[src/rtl/assert_result_arbiter_pkg.sv]
// -----------------------------------------------------------------------------
// assert_arb_pkg
// Shared types for the assertion result arbiter:
//   evt_t   - one result event as presented to the consumer (id, is_fail, overflow)
//   slot_t  - per-checker pending slot (valid, is_fail)
//   MAX_CHK - largest supported number of attached checkers
// -----------------------------------------------------------------------------
package assert_arb_pkg;

    localparam int MAX_CHK = 16;
    localparam int ID_W    = $clog2(MAX_CHK);

    typedef struct packed {
        logic [ID_W-1:0] id;
        logic            is_fail;
        logic            overflow;
    } evt_t;

    typedef struct packed {
        logic valid;
        logic is_fail;
    } slot_t;

    // Freshly loaded slot holding one event of the given type.
    function automatic slot_t new_slot(input logic is_fail);
        slot_t s;
        s.valid   = 1'b1;
        s.is_fail = is_fail;
        return s;
    endfunction

endpackage

[src/rtl/assert_result_arbiter_if.sv]
// -----------------------------------------------------------------------------
// assert_result_arbiter_if
// Valid/ready result-event channel from the arbiter to its consumer.
//   evt_valid    - event available (arbiter -> consumer)
//   evt_ready    - consumer accepts event (consumer -> arbiter)
//   evt_id       - source checker index
//   evt_is_fail  - 1 = fail event, 0 = pass event
//   evt_overflow - events from this checker were dropped before this one
// Modports: master (arbiter side), slave (consumer side).
// -----------------------------------------------------------------------------
interface assert_result_arbiter_if #(
    parameter int NUM_CHK = 4
);
    logic                       evt_valid;
    logic                       evt_ready;
    logic [$clog2(NUM_CHK)-1:0] evt_id;
    logic                       evt_is_fail;
    logic                       evt_overflow;

    modport master (
        output evt_valid,
        input  evt_ready,
        output evt_id,
        output evt_is_fail,
        output evt_overflow
    );

    modport slave (
        input  evt_valid,
        output evt_ready,
        input  evt_id,
        input  evt_is_fail,
        input  evt_overflow
    );
endinterface

[src/rtl/assert_result_arbiter_rr.sv]
// -----------------------------------------------------------------------------
// rr_arbiter
// Combinational round-robin selector. Searches req starting at last_grant+1
// (modulo NUM_CHK) and returns the first requester found.
//   req        - request vector, one bit per checker
//   last_grant - index granted most recently
//   gnt_oh     - one-hot grant (all zero when nothing requests)
//   gnt_idx    - index of the granted requester
//   gnt_valid  - at least one request present
// -----------------------------------------------------------------------------
module rr_arbiter #(
    parameter int NUM_CHK = 4
) (
    input  logic [NUM_CHK-1:0]         req,
    input  logic [$clog2(NUM_CHK)-1:0] last_grant,
    output logic [NUM_CHK-1:0]         gnt_oh,
    output logic [$clog2(NUM_CHK)-1:0] gnt_idx,
    output logic                       gnt_valid
);
    localparam int IDX_W = $clog2(NUM_CHK);

    // Rotating priority search: offset 1 is the checker right after last_grant.
    always_comb begin
        int              pos;
        logic [IDX_W-1:0] pos_idx;
        pos       = 0;
        pos_idx   = '0;
        gnt_oh    = '0;
        gnt_idx   = '0;
        gnt_valid = 1'b0;
        for (int k = 1; k <= NUM_CHK; k++) begin
            pos = int'(last_grant) + k;
            if (pos >= NUM_CHK) begin
                pos = pos - NUM_CHK;
            end else begin
                pos = pos;
            end
            pos_idx = IDX_W'(pos);
            if (!gnt_valid && req[pos_idx]) begin
                gnt_valid       = 1'b1;
                gnt_oh[pos_idx] = 1'b1;
                gnt_idx         = pos_idx;
            end else begin
                gnt_valid = gnt_valid;
            end
        end
    end

endmodule

[src/rtl/assert_result_arbiter.sv]
// -----------------------------------------------------------------------------
// assert_result_arbiter
// Collects pass/fail pulses from NUM_CHK assertion checkers into per-checker
// one-entry pending slots, arbitrates them round-robin onto a single
// registered valid/ready event channel, and keeps saturating fail counters.
//
// Ports:
//   clk        - clock, rising edge
//   rst        - asynchronous reset, active low
//   clr        - synchronous clear of slots, overflow bits, counters, output
//   chk_en     - per-checker enable mask
//   chk_pass   - per-checker assertion pass pulse
//   chk_fail   - per-checker assertion fail pulse
//   chk_active - per-checker assertion active flag
//   cnt_sel    - fail counter select
//   fail_cnt   - selected fail counter (0 when cnt_sel >= NUM_CHK)
//   any_active - OR of enabled active flags (combinational)
//   evt        - result event channel (assert_result_arbiter_if.master)
//
// Build option: define ASSERT_ARB_FAIL_PRIO_EN to serve pending fail slots
// ahead of pass slots; otherwise one round-robin covers all slots.
// -----------------------------------------------------------------------------
module assert_result_arbiter
    import assert_arb_pkg::*;
#(
    parameter int NUM_CHK = 4,
    parameter int CNT_W   = 16
) (
    input  logic                       clk,
    input  logic                       rst,
    input  logic                       clr,
    input  logic [NUM_CHK-1:0]         chk_en,
    input  logic [NUM_CHK-1:0]         chk_pass,
    input  logic [NUM_CHK-1:0]         chk_fail,
    input  logic [NUM_CHK-1:0]         chk_active,
    input  logic [$clog2(NUM_CHK)-1:0] cnt_sel,
    output logic [CNT_W-1:0]           fail_cnt,
    output logic                       any_active,
    assert_result_arbiter_if.master    evt
);
    localparam int IDX_W = $clog2(NUM_CHK);

    slot_t            slot_r [NUM_CHK];
    logic [NUM_CHK-1:0] ovf_r;
    logic [CNT_W-1:0] cnt_r  [NUM_CHK];
    logic [IDX_W-1:0] last_grant_r;
    logic             evt_valid_r;
    evt_t             evt_r;

    logic [NUM_CHK-1:0] acc_s;
    logic [NUM_CHK-1:0] req_all_s;
    logic [NUM_CHK-1:0] req_fail_s;
    logic [NUM_CHK-1:0] gnt_a_oh_s;
    logic [IDX_W-1:0]   gnt_a_idx_s;
    logic               gnt_a_vld_s;
    logic [NUM_CHK-1:0] gnt_oh_s;
    logic [IDX_W-1:0]   gnt_idx_s;
    logic               gnt_vld_s;
    logic               load_s;
    logic [NUM_CHK-1:0] grant_s;
    logic               id_hi_unused_s;

    assign acc_s   = chk_en & (chk_pass | chk_fail);
    // Output register takes a new event when empty or being consumed.
    assign load_s  = !evt_valid_r || evt.evt_ready;
    assign grant_s = gnt_oh_s & {NUM_CHK{load_s & gnt_vld_s}};

    // Request vectors derived from the pending slots.
    always_comb begin
        req_all_s  = '0;
        req_fail_s = '0;
        for (int i = 0; i < NUM_CHK; i++) begin
            req_all_s[i]  = slot_r[i].valid;
            req_fail_s[i] = slot_r[i].valid & slot_r[i].is_fail;
        end
    end

    rr_arbiter #(.NUM_CHK(NUM_CHK)) u_rr_all (
        .req        (req_all_s),
        .last_grant (last_grant_r),
        .gnt_oh     (gnt_a_oh_s),
        .gnt_idx    (gnt_a_idx_s),
        .gnt_valid  (gnt_a_vld_s)
    );

`ifdef ASSERT_ARB_FAIL_PRIO_EN
    logic [NUM_CHK-1:0] gnt_f_oh_s;
    logic [IDX_W-1:0]   gnt_f_idx_s;
    logic               gnt_f_vld_s;

    rr_arbiter #(.NUM_CHK(NUM_CHK)) u_rr_fail (
        .req        (req_fail_s),
        .last_grant (last_grant_r),
        .gnt_oh     (gnt_f_oh_s),
        .gnt_idx    (gnt_f_idx_s),
        .gnt_valid  (gnt_f_vld_s)
    );

    // Any pending fail beats every pending pass; passes only when no fail waits.
    always_comb begin
        if (gnt_f_vld_s) begin
            gnt_oh_s  = gnt_f_oh_s;
            gnt_idx_s = gnt_f_idx_s;
            gnt_vld_s = 1'b1;
        end else begin
            gnt_oh_s  = gnt_a_oh_s;
            gnt_idx_s = gnt_a_idx_s;
            gnt_vld_s = gnt_a_vld_s;
        end
    end
`else
    logic req_fail_unused_s;
    assign req_fail_unused_s = ^req_fail_s;
    assign gnt_oh_s  = gnt_a_oh_s;
    assign gnt_idx_s = gnt_a_idx_s;
    assign gnt_vld_s = gnt_a_vld_s;
`endif

    // Pending slots and sticky overflow bits: load, overwrite/drop, clear on grant.
    always_ff @(posedge clk or negedge rst) begin
        if (!rst) begin
            for (int i = 0; i < NUM_CHK; i++) begin
                slot_r[i] <= '0;
            end
            ovf_r <= '0;
        end else if (clr) begin
            for (int i = 0; i < NUM_CHK; i++) begin
                slot_r[i] <= '0;
            end
            ovf_r <= '0;
        end else begin
            for (int i = 0; i < NUM_CHK; i++) begin
                if (acc_s[i]) begin
                    if (!slot_r[i].valid || grant_s[i]) begin
                        slot_r[i] <= new_slot(chk_fail[i]);
                        ovf_r[i]  <= 1'b0;
                    end else begin
                        // Full and stalled: the new event is lost, but a fail
                        // must not be hidden behind a pending pass.
                        ovf_r[i] <= 1'b1;
                        if (chk_fail[i]) begin
                            slot_r[i].is_fail <= 1'b1;
                        end
                    end
                end else if (grant_s[i]) begin
                    slot_r[i] <= '0;
                    ovf_r[i]  <= 1'b0;
                end
            end
        end
    end

    // Saturating fail counters; every accepted fail counts, even if dropped.
    always_ff @(posedge clk or negedge rst) begin
        if (!rst) begin
            for (int i = 0; i < NUM_CHK; i++) begin
                cnt_r[i] <= '0;
            end
        end else if (clr) begin
            for (int i = 0; i < NUM_CHK; i++) begin
                cnt_r[i] <= '0;
            end
        end else begin
            for (int i = 0; i < NUM_CHK; i++) begin
                if (acc_s[i] && chk_fail[i] && (cnt_r[i] != {CNT_W{1'b1}})) begin
                    cnt_r[i] <= cnt_r[i] + CNT_W'(1);
                end
            end
        end
    end

    // Registered event output and round-robin pointer.
    always_ff @(posedge clk or negedge rst) begin
        if (!rst) begin
            evt_valid_r  <= 1'b0;
            evt_r        <= '0;
            last_grant_r <= IDX_W'(NUM_CHK - 1);
        end else if (clr) begin
            evt_valid_r <= 1'b0;
            evt_r       <= '0;
        end else if (load_s) begin
            if (gnt_vld_s) begin
                evt_valid_r    <= 1'b1;
                evt_r.id       <= ID_W'(gnt_idx_s);
                evt_r.is_fail  <= slot_r[gnt_idx_s].is_fail;
                evt_r.overflow <= ovf_r[gnt_idx_s];
                last_grant_r   <= gnt_idx_s;
            end else begin
                evt_valid_r <= 1'b0;
            end
        end
    end

    // Selected fail counter; out-of-range selects read as zero.
    always_comb begin
        fail_cnt = '0;
        if (32'(cnt_sel) < NUM_CHK) begin
            fail_cnt = cnt_r[cnt_sel];
        end else begin
            fail_cnt = '0;
        end
    end

    assign any_active = |(chk_active & chk_en);

    assign evt.evt_valid    = evt_valid_r;
    assign evt.evt_id       = evt_r.id[IDX_W-1:0];
    assign evt.evt_is_fail  = evt_r.is_fail;
    assign evt.evt_overflow = evt_r.overflow;
    assign id_hi_unused_s   = ^evt_r.id;

endmodule

[src/flat_wrapper.sv]
// flat-port wrapper written by rule: the top's interface ports become plain ports
module assert_result_arbiter_flat import assert_arb_pkg::*;
#(
    parameter int NUM_CHK = 4,
    parameter int CNT_W   = 16
)
  (clk, rst, clr, chk_en, chk_pass, chk_fail, chk_active, cnt_sel, fail_cnt, any_active, evt_evt_valid, evt_evt_ready, evt_evt_id, evt_evt_is_fail, evt_evt_overflow);
  assert_result_arbiter_if #(.NUM_CHK(NUM_CHK)) evt_i ();
  input  logic clk;
  input  logic rst;
  input  logic clr;
  input  logic [NUM_CHK-1:0] chk_en;
  input  logic [NUM_CHK-1:0] chk_pass;
  input  logic [NUM_CHK-1:0] chk_fail;
  input  logic [NUM_CHK-1:0] chk_active;
  input  logic [$clog2(NUM_CHK)-1:0] cnt_sel;
  output logic [CNT_W-1:0] fail_cnt;
  output logic any_active;
  output wire logic [$bits(evt_i.evt_valid)-1:0] evt_evt_valid;
  input wire logic [$bits(evt_i.evt_ready)-1:0] evt_evt_ready;
  output wire logic [$bits(evt_i.evt_id)-1:0] evt_evt_id;
  output wire logic [$bits(evt_i.evt_is_fail)-1:0] evt_evt_is_fail;
  output wire logic [$bits(evt_i.evt_overflow)-1:0] evt_evt_overflow;
  assign evt_evt_valid = evt_i.evt_valid;
  assign evt_i.evt_ready = evt_evt_ready;
  assign evt_evt_id = evt_i.evt_id;
  assign evt_evt_is_fail = evt_i.evt_is_fail;
  assign evt_evt_overflow = evt_i.evt_overflow;
  assert_result_arbiter #(.NUM_CHK(NUM_CHK), .CNT_W(CNT_W)) u_core (.clk(clk), .rst(rst), .clr(clr), .chk_en(chk_en), .chk_pass(chk_pass), .chk_fail(chk_fail), .chk_active(chk_active), .cnt_sel(cnt_sel), .fail_cnt(fail_cnt), .any_active(any_active), .evt(evt_i));
endmodule
[config.mk]
export PLATFORM = sky130hd
export DESIGN_NAME = assert_result_arbiter_flat
export DESIGN_NICKNAME = d
export VERILOG_FILES = /design/src/rtl/assert_result_arbiter_pkg.sv /design/src/rtl/assert_result_arbiter_if.sv /design/src/rtl/assert_result_arbiter_rr.sv /design/src/rtl/assert_result_arbiter.sv /design/src/flat_wrapper.sv
export SDC_FILE = /design/constraint.sdc
export NUM_CORES = 1
export LEC_CHECK = 0
export BUFFER_PORTS_ARGS = -buffer_cell sky130_fd_sc_hd__buf_2
export CAP_MARGIN = 5
export CORE_MARGIN = 1
export CORE_UTILIZATION = 56
export CTS_BUF_LIST = sky130_fd_sc_hd__clkbuf_8 sky130_fd_sc_hd__clkbuf_16
export CTS_CLUSTER_SIZE = 28
export DETAILED_ROUTE_END_ITERATION = 10
export GPL_ROUTABILITY_DRIVEN = 0
export PLACE_DENSITY = 0.75
export SETUP_SLACK_MARGIN = 0.1
export SYNTH_ARGS = -nofsm -noshare
export SYNTH_HDL_FRONTEND = slang
export SYNTH_SLANG_ARGS = --single-unit
export TNS_END_PERCENT = 30
[constraint.sdc]
create_clock -name clk -period 3.4 [get_ports clk]
set_input_delay 0.34 -clock clk [delete_from_list [all_inputs] [get_ports clk]]
set_output_delay 0.34 -clock clk [all_outputs]
set_load 0.05 [all_outputs]
==> results_dict.tcl, run 1 <==
set metrics [dict create \
    status "complete, no violations" \
    instances_no_fill 696 \
    grt_pass1_wl_mm 21.6 \
    drv_cap 0 \
    worstReg2RegEnd "u_core.last_grant_r[1]" \
    synth_ff_type "dfrtp_1" \
    drv_slew 0 \
    finalCritPeriodShare 0.921 \
    grt_usage 0.276 \
    ys_ff_latch 83 \
    reg2regPathDepth 7 \
    io_buffers 43 \
    wl_per_cell_microns 18.4 \
    synth_cell_types 58 \
    endpoint_kind "flip-flop" \
    powerDensity_mw_per_mm2 559 \
    nFillCells 744 \
    antennaDiodeCount 0 \
    postRouteAntennaNets 0 \
    cp-start-kind "flip-flop" \
    p_leak_nw 2.34 \
    hpwl_mm 9.16 \
    cts_tree "built" \
    synth_nets 569 \
    synth_edf_count 0 \
    vias 4473 \
    cts.sinks 83 \
    crit_family "compound AO/OA/AOI/OAI gates" \
    synthArstFlopShare 1.00 \
    synth_area_leader_cell "dfrtp_1" \
    fin_nets 596 \
    synthCells 535 \
    crit_type "reg2reg" \
    htreeDepth 3 \
    slowest_delay_ps 700 \
    post_cts_buffers 0 \
    die_w_microns 99.7 \
    vdd_drop_max_uv 382 \
    root_buffer "clkbuf_8" \
    synth_top_area_frac 0.379 \
    drive_gt1_frac 0.183 \
    cp_max_fo 14 \
    min_period_ps 3130 \
    worstReg2RegStart "u_core.last_grant_r[1]" \
    drc_errors 0 \
    finalClockSkew_ps 9.00 \
    synth_area_leaders "dfrtp_1 38%, mux4_2 8.4%, a21oi_1 3.3%, nor2_1 3.1%, ha_1 2.8%" \
    crit_slowest_cell "mux4_2" \
    seq_area_frac_synth 0.389 \
    clkLatencyLatePin_ps 340 \
    hold_viol 0 \
    crit_chain "inv_1 > ha_2 > mux4_2 > o41a_2 > nand2_1 > nor3_1 > a21oi_1" \
    die-area_sq_mm 0.00995 \
    final_cell_mix "81 x dfrtp_1, 44 x nor2_1, 42 x buf_2, 35 x a21oi_1, 34 x nand2_1" \
    cts-buffers-inserted 9 \
    tns_ps 0 \
    core-area_sq_mm 0.00924 \
    die_y_microns 99.7 \
    gr-total-overflow 0 \
    clockBufferDepth 2 \
    post-route-util 0.628 \
    worstMarginPinSlew_ps 937 \
    ys_warn_count 0 \
    layout_commonest_cell "dfrtp_1" \
    clkTransAtPathRegs_ps 80 \
    fp-row-count 35 \
    reg2reg_slack_ps 270 \
    placed_cells 680 \
    syn_avg_cell_area_sq_um 10.0 \
    grt_pass1_vias 4239 \
    drt_iter0_drc 188 \
    setup_viol 0 \
    relSlewSlack 0.375 \
    pin_count 44 \
    hold_path_class "in2async" \
    cp_data_arrival_time_ps 3410 \
    start_util 0.579 \
    path_buf_inv 1 \
    rsz0062_at_grt "false" \
    antenna_found_initial 0 \
    viasPerCell 6.43 \
    firstDrtPassIters 5 \
    syn_to_final_growth_pct 8.51 \
    worstPathRequired_ps 3680 \
    fmax_mhz 319 \
    synth_area_sq_mm 0.00535 \
    grt_max_degree 78 \
    finalWirelength_mm 12.8 \
]
## worst max-delay path by stage
| stage | from | endpoint | slack [ps] | cells after the start |
|---|---|---|---|---|
| floorplan | u_core.last_grant_r[0] | u_core.evt.evt_is_fail | 590 | 9 |
| global placement | u_core.last_grant_r[1] | u_core.last_grant_r[1] | 320 | 7 |
| detailed placement | u_core.last_grant_r[1] | u_core.evt.evt_overflow | 250 | 7 |
| CTS | u_core.last_grant_r[1] | u_core.last_grant_r[1] | 220 | 7 |
| global route | u_core.last_grant_r[1] | u_core.last_grant_r[1] | 120 | 7 |
| finish | u_core.last_grant_r[1] | u_core.last_grant_r[1] | 270 | 7 |
## repair_timing
action	4_1_cts	5_1_grt
hold endpoints to repair	0	0
setup endpoints to repair	0	3
gates resized for setup	0	3
hold buffers	0	0
## area by class of cell
| type | count | area (sq um) | area share |
|---|---|---|---|
| Tap cell | 129 | 161 | 0.0278 |
| Clock inverter | 6 | 57.6 | 0.00991 |
| Multi-Input combinational cell | 402 | 3050 | 0.526 |
| Clock buffer | 10 | 138 | 0.0237 |
| Sequential cell | 83 | 2080 | 0.358 |
| Inverter | 20 | 75.1 | 0.0129 |
| Timing Repair Buffer | 46 | 240 | 0.0414 |
## cell usage after synthesis, drive strengths merged (5+ instances only)
master   number
a2111oi       6
o211ai        8
dfrtp        81
mux4         20
xor2         17
xnor2        12
o31ai        15
or4          10
inv          20
and4          8
nor2b         8
clkbuf       18
a211oi        9
o21ai        31
a311oi        7
nand3        17
a22oi         5
nor2         44
and2          6
ha           12
nand4        12
mux2i         7
a21oi        35
o2111ai       8
a221oi       12
o21a          5
or3          18
nand2        34
and3         10
buf          12
## stage by stage
step	total power [mW]	instance area, sq um	setup slack [ps]	hold WS [ps]
finish	3.25	5810	268	111
CTS	3.23	5800	218	174
global route	3.42	5810	118	189
floorplan	2.28	5350	590	44.4
global placement	2.47	5600	321	503
detailed placement	2.52	5600	251	519
## where the power goes
| group | leakage [nW] | switching (mW) | internal [mW] |
|---|---|---|---|
| clock | 0.101 | 0.357 | 0.354 |
| combinational | 1.10 | 0.865 | 0.528 |
| sequential | 1.14 | 0.0808 | 1.06 |
## worst reg2reg max path: stages, from the launching register on
cell     delay, ps
dfstp_2        650
inv_1          180
ha_2           470
mux4_2         700
o41a_2         650
nand2_1        210
nor3_1          60
a21oi_1        140
## per-layer routing
layer	GRT usage	share of wire	up-vias
met5	0	0	-
met4	0.0781	0.017	0
li1	-	-	2098
met1	0.398	0.45	2235
met2	0.427	0.48	117
met3	0.0534	0.055	23
## kinds of logic after synthesis
logic type | count (synthesis) | synth area share
and+or+nand+nor | 183 | 0.186
AOI/OAI and AO/OA | 147 | 0.202
DFF | 83 | 0.389
buffers and inverters | 50 | 0.0419
muxes | 31 | 0.106
xor gates and xnor gates | 29 | 0.0475
adders and majority gates | 12 | 0.0281
## registers in the layout, indices dropped and copies added, names as in the netlist
signal	count
u_core.ovf_r	4
u_core.evt.evt_is_fail	1
u_core.evt.evt_overflow	1
u_core.evt.evt_valid	1
u_core.slot_r	4
u_core.last_grant_r	2
u_core.evt.evt_id	2
u_core.cnt_r	64
u_core.req_all_s	4
No activity file was read; power rests on OpenSTA's default activity.
==> run 2, diff against run 1 <==
- clock period: 3.4 -> 3.45 ns (I/O delays scaled with it)
==> run 2 against run 1 <==
  * Global-route usage increased by 0.053 points
  * Sequential share of layout area decreased by 0.13 points
  * Design area increased by 0.37%
==> results_dict.tcl, run 2 (synthesized netlist as in run 1, its figures left out) <==
set metrics [dict create \
    cp_max_fo 14 \
    clkLatencyLatePin_ps 360 \
    relSlewSlack 0.301 \
    cts-buffers-inserted 9 \
    status "complete, no violations" \
    switchingPower_mw 1.29 \
    swShare 0.392 \
    crit_type "reg2reg" \
    drv_cap 0 \
    min_period_ps 3200 \
    fp-row-count 35 \
    cts_tree "built" \
    grt_pass1_wl_mm 21.2 \
    clkTransAtPathRegs_ps 80 \
    cp_data_arrival_time_ps 3430 \
    syn_to_final_growth_pct 8.91 \
    vias 4459 \
    clockBufferDepth 2 \
    rsz0062_at_grt "false" \
    hold_path_class "in2async" \
    firstDrtPassIters 4 \
    cp-start-kind "flip-flop" \
    largest_register_ff_count 64 \
    die_w_microns 99.7 \
    power_mw 3.29 \
    finalWirelength_mm 12.8 \
    postRouteAntennaNets 0 \
    crit_chain "inv_1 > ha_1 > mux4_2 > o21ai_1 > a211oi_1 > a2111oi_2 > o31ai_1" \
    hpwl_mm 9.12 \
    combPwrFrac 0.428 \
    endpoint_kind "flip-flop" \
    fin_nets 598 \
    clkPwrFrac 0.229 \
    htreeDepth 3 \
    ctsHoldBuffers 0 \
    antennaDiodeCount 0 \
    largest-register "u_core.cnt_r" \
    setup_viol 0 \
    tns_ps 0 \
    hold_viol 0 \
    cts.sinks 83 \
    p_leak_nw 2.36 \
    layout_commonest_cell "dfrtp_1" \
    start_util 0.579 \
    antenna_found_initial 0 \
    p_int_mw 2.00 \
    core-area_sq_mm 0.00924 \
    io_buffers 43 \
    wl_per_cell_microns 18.4 \
    gr-total-overflow 0 \
    grt_pass1_vias 4130 \
    drv_slew 0 \
    powerDensity_mw_per_mm2 565 \
    vdd_drop_max_uv 318 \
    worstMarginPinSlew_ps 1050 \
    final_cell_mix "81 x dfrtp_1, 44 x nor2_1, 42 x buf_2, 35 x a21oi_1, 34 x nand2_1" \
    viasPerCell 6.39 \
    slowest_delay_ps 710 \
    die-area_sq_mm 0.00995 \
    grt_usage 0.277 \
    worstPathRequired_ps 3680 \
    crit_family "compound AO/OA/AOI/OAI gates" \
    drive_gt1_frac 0.181 \
    drc_errors 0 \
    finalClockSkew_ps 8.72 \
    root_buffer "clkbuf_8" \
    fmax_mhz 313 \
    pin_count 44 \
    drt_iter0_drc 235 \
    finalCritPeriodShare 0.927 \
    crit_slowest_cell "mux4_2" \
    die_y_microns 99.7 \
    p_seq_frac 0.342 \
    grt_max_degree 84 \
    path_buf_inv 1 \
]
[run 2: worst paths after layout]
kind | slack [ps] | to | cells after the start | startpoint
setup / recovery | 250 | u_core.evt.evt_overflow | 7 | u_core.last_grant_r[1]
hold / removal | 160 | u_core.evt.evt_is_fail | 1 | rst
setup reg to reg | 250 | u_core.evt.evt_overflow | 7 | u_core.last_grant_r[1]
hold reg to reg | 550 | u_core.evt.evt_overflow | 2 | u_core.evt.evt_overflow
max in group asynchronous | 2610 | u_core.cnt_r[28] | 1 | rst
min in group clk | 320 | u_core.slot_r[6] | 3 | chk_fail[0]
[run 2: through the flow]
step,instances,util,hold WS [ps],worst slack (ps),area (sq um)
2_1_floorplan,535,-,49.4,640,5350
3_3_place_gp,679,0.606,503,380,5600
3_5_place_dp,679,0.606,523,257,5600
4_1_cts,695,0.628,222,232,5800
5_1_grt,698,0.631,268,130,5830
6_report,698,0.631,156,253,5830
[run 2: what timing repair did]
| action | 4_1_cts | 5_1_grt |
|---|---|---|
| resized for setup | 0 | 0 |
| buffers inserted | 0 | 3 |
| setup endpoints to repair | 0 | 1 |
[run 2: power groups by stage]
stage | sequential, mW | clock [mW] | combinational, mW
finish | 1.13 | 0.755 | 1.41
floorplan | 1.18 | 0 | 1.07
CTS | 1.12 | 0.771 | 1.34
global placement | 1.14 | 0 | 1.30
global route | 1.14 | 0.813 | 1.51
detailed placement | 1.14 | 0 | 1.33
[run 2: metal layers]
| layer | track usage | routed length [microns] |
|---|---|---|
| met5 | 0 | 0 |
| met4 | 0.0962 | 232 |
| met3 | 0.0372 | 629 |
| met2 | 0.430 | 6100 |
| met1 | 0.399 | 5880 |
[run 2: layout make-up]
type	instances	area [sq um]
repair buffers	48	255
clock buffers	9	124
well taps	129	161
multi-input cells	402	3050
flip-flops and latches	83	2080
inverters	20	75.1
fillers	803	3410
clock inverters	7	85.1
